**config.mk**
```make
export PLATFORM = sky130hd
export DESIGN_NAME = ewb_control_flat
export DESIGN_NICKNAME = d
export VERILOG_FILES = /design/src/rtl/ewb_control_if.sv /design/src/rtl/ewb_control.sv /design/src/flat_wrapper.sv
export SDC_FILE = /design/constraint.sdc
export NUM_CORES = 1
export LEC_CHECK = 0
export ABC_CLOCK_PERIOD_IN_PS = 1350
export CAP_MARGIN = 20
export CORE_MARGIN = 4
export CORE_UTILIZATION = 35
export DETAILED_ROUTE_END_ITERATION = 16
export HOLD_SLACK_MARGIN = 0.02
export SYNTH_ARGS = -nofsm -noshare
export SYNTH_HDL_FRONTEND = slang
export SYNTH_SLANG_ARGS = --single-unit
```
**constraint.sdc**
```tcl
create_clock -name clk -period 1.35 [get_ports clk]
set_input_delay 0.405 -clock clk [delete_from_list [all_inputs] [get_ports clk]]
set_output_delay 0.405 -clock clk [all_outputs]
set_load 0.02 [all_outputs]
```
**src/rtl/ewb_control_if.sv**
```systemverilog
// Handshake bundle between the eviction write buffer controller, the L2 cache
// port and the physical-memory port.
interface ewb_control_if;
    logic ewb_read_i;
    logic ewb_write_i;
    logic ewb_resp_o;
    logic pmem_read_o;
    logic pmem_write_o;
    logic pmem_resp_i;

    modport slave (
        input  ewb_read_i,
        input  ewb_write_i,
        input  pmem_resp_i,
        output ewb_resp_o,
        output pmem_read_o,
        output pmem_write_o
    );

    modport master (
        output ewb_read_i,
        output ewb_write_i,
        output pmem_resp_i,
        input  ewb_resp_o,
        input  pmem_read_o,
        input  pmem_write_o
    );
endinterface

```
**src/rtl/ewb_control.sv**
```systemverilog
// Control FSM for the single-entry eviction write buffer: absorbs writebacks,
// serves read hits, forwards misses and drains the entry on conflict or idle.
module ewb_control #(
    parameter int unsigned IDLE_DRAIN = 8
) (
    input  logic               clk,
    input  logic               rst,
    ewb_control_if.slave       bus,
    input  logic               valid_i,
    input  logic               addr_hit_i,
    output logic               ld_data_addr_o,
    output logic               ld_status_o,
    output logic               status_o,
    output logic               rdata_sel_o,
    output logic               addr_sel_o
);

    localparam int unsigned    CW     = $clog2(IDLE_DRAIN + 1);
    localparam logic [CW-1:0]  THRESH = CW'(IDLE_DRAIN - 1);
    localparam logic [CW-1:0]  SAT    = CW'(IDLE_DRAIN);

    typedef enum logic [2:0] {
        IDLE,
        RESP,
        READ_MEM,
        EVICT,
        DRAIN
    } state_t;

    state_t          state;
    logic [CW-1:0]   drain_cnt;
    logic            rdata_flag;
    logic            idle_cond;

    assign idle_cond = (state == IDLE) && valid_i && !bus.ewb_read_i && !bus.ewb_write_i;

    always_ff @(posedge clk or posedge rst) begin
        if (rst) begin
            state      <= IDLE;
            drain_cnt  <= '0;
            rdata_flag <= 1'b0;
        end else begin
            if (!idle_cond)
                drain_cnt <= '0;
            else if (drain_cnt != SAT)
                drain_cnt <= drain_cnt + 1'b1;

            case (state)
                IDLE: begin
                    // Read has priority over a (illegal) simultaneous write.
                    if (bus.ewb_read_i) begin
                        if (valid_i && addr_hit_i) begin
                            rdata_flag <= 1'b1;
                            state      <= RESP;
                        end else begin
                            state <= READ_MEM;
                        end
                    end else if (bus.ewb_write_i) begin
                        if (!valid_i || addr_hit_i) begin
                            rdata_flag <= 1'b0;
                            state      <= RESP;
                        end else begin
                            state <= EVICT;
                        end
                    end else if (idle_cond && drain_cnt == THRESH) begin
                        state <= DRAIN;
                    end
                end
                RESP: begin
                    rdata_flag <= 1'b0;
                    state      <= IDLE;
                end
                READ_MEM: if (bus.pmem_resp_i) state <= IDLE;
                EVICT: begin
                    if (bus.pmem_resp_i) begin
                        rdata_flag <= 1'b0;
                        state      <= RESP;
                    end
                end
                DRAIN:    if (bus.pmem_resp_i) state <= IDLE;
                default:  state <= IDLE;
            endcase
        end
    end

    // Outputs are gated by rst so they drop the instant reset is applied.
    always_comb begin
        bus.ewb_resp_o   = 1'b0;
        bus.pmem_read_o  = 1'b0;
        bus.pmem_write_o = 1'b0;
        ld_data_addr_o   = 1'b0;
        ld_status_o      = 1'b0;
        status_o         = 1'b0;
        rdata_sel_o      = 1'b0;
        addr_sel_o       = 1'b0;
        if (!rst) begin
            case (state)
                IDLE: begin
                    if (!bus.ewb_read_i && bus.ewb_write_i && (!valid_i || addr_hit_i)) begin
                        ld_data_addr_o = 1'b1;
                        ld_status_o    = 1'b1;
                        status_o       = 1'b1;
                    end
                end
                RESP: begin
                    bus.ewb_resp_o = 1'b1;
                    rdata_sel_o    = rdata_flag;
                end
                READ_MEM: begin
                    bus.pmem_read_o = 1'b1;
                    bus.ewb_resp_o  = bus.pmem_resp_i;
                end
                EVICT: begin
                    bus.pmem_write_o = 1'b1;
                    addr_sel_o       = 1'b1;
                    if (bus.pmem_resp_i) begin
                        ld_data_addr_o = 1'b1;
                        ld_status_o    = 1'b1;
                        status_o       = 1'b1;
                    end
                end
                DRAIN: begin
                    bus.pmem_write_o = 1'b1;
                    addr_sel_o       = 1'b1;
                    ld_status_o      = bus.pmem_resp_i;
                end
                default: ;
            endcase
        end
    end

endmodule

```
**src/flat_wrapper.sv**
```systemverilog
// flat-port wrapper written by rule: the top's interface ports become plain ports
module ewb_control_flat 
#(
    parameter int unsigned IDLE_DRAIN = 8
)
  (clk, rst, valid_i, addr_hit_i, ld_data_addr_o, ld_status_o, status_o, rdata_sel_o, addr_sel_o, bus_ewb_read_i, bus_ewb_write_i, bus_pmem_resp_i, bus_ewb_resp_o, bus_pmem_read_o, bus_pmem_write_o);
  ewb_control_if bus_i ();
  input  logic clk;
  input  logic rst;
  input  logic valid_i;
  input  logic addr_hit_i;
  output logic ld_data_addr_o;
  output logic ld_status_o;
  output logic status_o;
  output logic rdata_sel_o;
  output logic addr_sel_o;
  input wire logic [$bits(bus_i.ewb_read_i)-1:0] bus_ewb_read_i;
  input wire logic [$bits(bus_i.ewb_write_i)-1:0] bus_ewb_write_i;
  input wire logic [$bits(bus_i.pmem_resp_i)-1:0] bus_pmem_resp_i;
  output wire logic [$bits(bus_i.ewb_resp_o)-1:0] bus_ewb_resp_o;
  output wire logic [$bits(bus_i.pmem_read_o)-1:0] bus_pmem_read_o;
  output wire logic [$bits(bus_i.pmem_write_o)-1:0] bus_pmem_write_o;
  assign bus_i.ewb_read_i = bus_ewb_read_i;
  assign bus_i.ewb_write_i = bus_ewb_write_i;
  assign bus_i.pmem_resp_i = bus_pmem_resp_i;
  assign bus_ewb_resp_o = bus_i.ewb_resp_o;
  assign bus_pmem_read_o = bus_i.pmem_read_o;
  assign bus_pmem_write_o = bus_i.pmem_write_o;
  ewb_control #(.IDLE_DRAIN(IDLE_DRAIN)) u_core (.clk(clk), .rst(rst), .bus(bus_i), .valid_i(valid_i), .addr_hit_i(addr_hit_i), .ld_data_addr_o(ld_data_addr_o), .ld_status_o(ld_status_o), .status_o(status_o), .rdata_sel_o(rdata_sel_o), .addr_sel_o(addr_sel_o));
endmodule
```
; ---- Word level (Yosys, flattened, before mapping)
; Index checks and enable logic that the tools add are counted.
[classes]
add_sub_neg = 1
n_eq_ne = 13
mux = 30
n_reduce_logical = 17
[op_table]
columns = cell, n
row1 = $mux W1, 16
row2 = $mux W3, 5
row3 = $ne A3 B3 Y1 const B, 3
row4 = $pmux W3 S3, 1
row5 = $mux W4, 2
row6 = $ne A4 B4 Y1 const B, 2
row7 = $logic_and A1 B1 Y1, 7
row8 = $eq A3 B2 Y1 const B, 2
row9 = $pmux W1 S3, 2
row10 = $reduce_and A5 Y1, 1
row11 = $add A4 B1 Y4 const B, 1
row12 = $eq A4 B3 Y1 const B, 1
row13 = $mux W2, 2
row14 = $ne A2 B2 Y1 const B, 2
row15 = $pmux W1 S2, 2
row16 = $reduce_or A2 Y1, 2
row17 = $eq A3 B1 Y1 const B, 1
row18 = $eq A3 B3 Y1 const B, 1
row19 = $logic_not A1 Y1, 3
row20 = $logic_not A3 Y1, 1
row21 = $reduce_and A3 Y1, 1
row22 = $reduce_bool A3 Y1, 1
row23 = $ne A2 B1 Y1 const B, 1
row24 = $logic_or A1 B1 Y1, 1
[word_totals]
reg_bits = 8
output_inout_bits = 8
word_cells = 64

; ---- Depth between registers and ports, before layout
[logic_depth]
depth_word = 9
mapped_depth = 5
ltp_nobuf = 5

; ---- Worst setup path before layout
; Ideal clock, no wire load.
[synth_path]
kind = flip-flop to output port
start = register u_core.state[0]
end = output port status_o
arrival_ns = 1.582
slack_ns = -0.637
stages_incl_launch_ff = 6
path_buffers = 2
cell_sequence = dfrtp_1 buf_2 inv_1 nand4_1 a211oi_1 buf_4
[synth_via]
elab_chain_len = 3
[synth_rtl]
columns = item, line
row1 = from (decl), ewb_control.sv:30  ; state_t state;
row2 = from (signal assigned), ewb_control.sv:39  ; state <= IDLE;
row3 = from (signal assigned), ewb_control.sv:54  ; state <= RESP;
row4 = from (signal assigned), ewb_control.sv:56  ; state <= READ_MEM;
row5 = $eq A3 B2 Y1 / $logic_not A3 Y1 (equally long branches), n/a
row6 = $pmux W1 S2 (*), n/a
row7 = $mux W1 (*), n/a
row8 = to (decl), flat_wrapper.sv:14  ; output logic status_o;
; Every way passes the cells marked *; elsewhere a longest branch is shown, timed or not.

; ---- Worst setup path in the final report
[layout_path]
start = register u_core.state[2]
end = output port ld_status_o
[layout_via]
elab_chain_len = 3
[layout_rtl]
columns = item, line
row1 = "$eq A3 B3 Y1, or another cell as far along", ewb_control.sv:97  ; case (state)
row2 = $pmux W1 S3 (*), ewb_control.sv:97
row3 = $mux W1 (*), ewb_control.sv:96  ; if (!rst) begin
row4 = to (decl), flat_wrapper.sv:13  ; output logic ld_status_o;
; Marks and branches as above.

==> reports/results.txt <==
The run gives 950 ps as the required time at the worst-slack endpoint. Summed over all layers, the routed wires come to 1770 um. Input and output buffers added on the ports amount to 14. The achievable clock frequency was 543 MHz. Counting flops with an async set or reset pin after synthesis yields a share of 100%.

For the final max-slew violation count, the log shows 0. In this run the remaining antenna-violating nets after routing total 0. The run finished, with violations left.

The number of antenna diodes in the final layout is 0. The cell with the biggest individual delay on the critical path was or3b_4. The routed design could run at a clock period as short as 1840 ps. From synthesis to final layout, the design area changed by 80.9%.

The tools report the total number of nets in the final design as 123. The die is 49.8 um wide. The largest buffer count on any clock path was 2. The minimum setup slack in the final design came out at -491 ps. For this design the static power due to leakage is 0.504 nW.

The global placement routability congestion is 0.799, and the post-CTS clock slew at the launch and capture registers of the worst setup and hold paths is 50 ps. The number of standard-cell rows in the floorplan came out at 14. The logs give 0 for the initial antenna violation count and 117 for the cell count after placement. The via count of the first global-routing pass came out at 667. The worst hold path belongs to the class in -> async. Setup repair after global routing could not meet its margin everywhere. For this run, the slowest stage of the critical path takes 410 ps. Of the synthesized area, sequential elements account for 32.8%. After floorplanning, the core was sized to cover 1580 um^2. The signal on the critical path passes through or3b_4 > a21oi_4 > a22o_4 > buf_6. The total number of vias was 683; the routed length per placed instance was 13.8 um. The logs give 38.7% for the effective utilization at floorplan and 78.4% for the worst relative slew slack. Total iterations of the first detailed-routing run: 4. The clock latency of the later-clocked register in the worst-skew pair was 250 ps. Data on the critical path arrives at its endpoint at 1440 ps. In the routed layout, each cell is associated on average with a via count of 5.34. The violation count after the first detailed-routing iteration was 8; the transition time at the pin with the least slew margin was 323 ps. The finished layout holds 128 standard cells, fillers aside. The number of synthesis warnings was 0; the global route total overflow was 0. Across every metal layer, demand over resource in global routing totals 15.6%.

After routing, the total negative slack on setup checks comes to -3500 ps. The tightest hold path in the finished design has a slack of 469 ps. The number of different library cells used by synthesis comes to 31. Class of the most critical setup path: reg -> out. The clock tree skew after final layout is 3.01 ps, and the number of nets produced by synthesis is 83.

The dominant register cell in the synthesized netlist was dfrtp_1. The post-route fraction of the period consumed by the critical path works out to 136%. Setup violations remaining at the end of the flow were counted as 9. The worst setup path is launched from a flip-flop. The synthesized netlist cell count was 74. In this run, synthesis inferred 0 flip-flops with an integrated enable.

The level count of the clock H-tree is 1, and the vertical die dimension is 49.8 um. The final reports fail on setup timing. The number of sinks handled by clock tree synthesis was 8; the instance area at placement was 917 um^2. The max-cap violation count is 0, and the total DRC errors in the routed layout is 0. TritonCTS built the clock tree. The total half-perimeter wirelength after legalization and detailed placement came out at 1200 um. The first global-routing pass estimated 3010 um of wire. Summing every instance area after synthesis gives 611 um^2. The kind of end point of the critical path was an output port.

The tools report the total of hold buffers inserted after clock tree synthesis as 0. The root buffer cell chosen for the clock tree is clkbuf_4. Cells fill 70.1% of the core in the end.

Of all nets on the critical path, the largest fanout is 3. The I/O pin count was 15. For this design the ratio of total power to cell area is 1350 nW/um^2.

The proportion of layout cells with a drive suffix above 1 came out at 51.8%. Across the VDD grid, the largest voltage drop is 0.785 mV. The count of endpoints failing hold in the final timing report came out at 0. Post-synthesis average cell area: 8.25 um^2.

Area of all placed cells without fillers: 1100 um^2. The synthesis-stage register bit count was 8; the pin count of the biggest net entering global routing was 14. The die covers 2480 um^2.

For the number of buffers inserted during clock tree synthesis, the log shows 3.
[worst paths after layout]
path                                            startpoint                              end  slack, ps  cells after the start
setup / recovery               u_core.state[2]$_DFFE_PP0P_                      ld_status_o       -490                      4
hold / removal                                         rst      u_core.state[2]$_DFFE_PP0P_        470                      3
setup reg to reg               u_core.state[0]$_DFFE_PP0P_    u_core.rdata_flag$_DFFE_PP0P_        -30                      6
hold reg to reg            u_core.drain_cnt[1]$_DFFE_PP0P_  u_core.drain_cnt[1]$_DFFE_PP0P_        590                      2
max in group asynchronous                              rst  u_core.drain_cnt[0]$_DFFE_PP0P_        640                      3
min in group clk           u_core.drain_cnt[1]$_DFFE_PP0P_  u_core.drain_cnt[1]$_DFFE_PP0P_        590                      2
[stage by stage]
| stage | power [mW] | setup slack [ps] |
|---|---|---|
| 4_1_cts | 1.26 | -529 |
| 6_report | 1.49 | -491 |
| 3_3_place_gp | 0.965 | -1100 |
| 5_1_grt | 1.59 | -571 |
| 2_1_floorplan | 0.722 | -292 |
| 3_5_place_dp | 0.973 | -1150 |
[routing by layer]
metal / track usage, % / routed length (um)
met1: 20.3 / 770
met2: 24.4 / 905
met3: 4.22 / 81
met4: 5.53 / 13
met5: 0 / 0
[area by class of cell]
| class | count | area [um^2] |
|---|---|---|
| tap | 16 | 20.0 |
| inverter | 5 | 18.8 |
| timing repair buffer | 40 | 355 |
| sequential | 8 | 200 |
| fill | 126 | 472 |
| multi-input combinational | 56 | 488 |
| clock buffer | 3 | 22.5 |
[cell usage after synthesis (3+ instances only)]
library cell  instances  area, um^2
nand2_1               6        22.5
buf_2                 3        15.0
inv_1                 5        18.8
nand2b_1              4        25.0
a21oi_1               4        20.0
nand3b_1              3        22.5
dfrtp_1               8         200
nor2_1                7        26.3
nand3_1               4        20.0
[registers in the layout, indices dropped and copies added (netlist names)]
name and count:
u_core.drain_cnt 4, u_core.rdata_flag 1, u_core.state 3
[worst max-delay path, delay by kind of cell (launching register included)]
| kind | cells | cell delay (ps) |
|---|---|---|
| compound gates | 2 | 280 |
| buf+inv | 1 | 110 |
| flops | 1 | 390 |
| simple gates | 1 | 410 |
[power breakdown]
group,internal [mW],switching [mW],leakage (nW),total (mW)
clock,0.101,0.0739,0.0138,0.175
combinational,0.543,0.460,0.383,1.00
sequential,0.283,0.0289,0.108,0.312
[repair_timing]
item / CTS / global route
setup endpoints to repair: 14 / 11
pin swaps: 7 / 10
resized for setup: 61 / 17
setup buffers: 2 / 6
[cells by family (layout without fill, tap and decap cells)]
| kind of cell | Yosys count | in the layout | share of synthesized area (%) |
|---|---|---|---|
| flip-flops | 8 | 8 | 32.8 |
| AND/OR/NAND/NOR | 38 | 38 | 34.8 |
| XOR/XNOR | 2 | 2 | 2.87 |
| adder cells (fa/ha/maj) | 2 | 2 | 4.10 |
| AO/OA/AOI/OAI | 13 | 13 | 15.8 |
| multiplexers | 1 | 1 | 1.64 |
| buffers and inverters | 10 | 48 | 7.99 |
[cells in the final DEF, fill, tap and decap left out, drive strengths merged, types with 2 or more instances in the layout]
master	count
o311ai	2
nor4	2
nand2	6
nand2b	4
buf	34
nor2b	2
nor2	7
and3b	2
nand3b	3
ha	2
nor3	2
a21oi	5
inv	5
dfrtp	8
clkbuf	3
dlygate4sd2	6
nand3	4
nand4	2
Power figures use the tool's default switching activity.
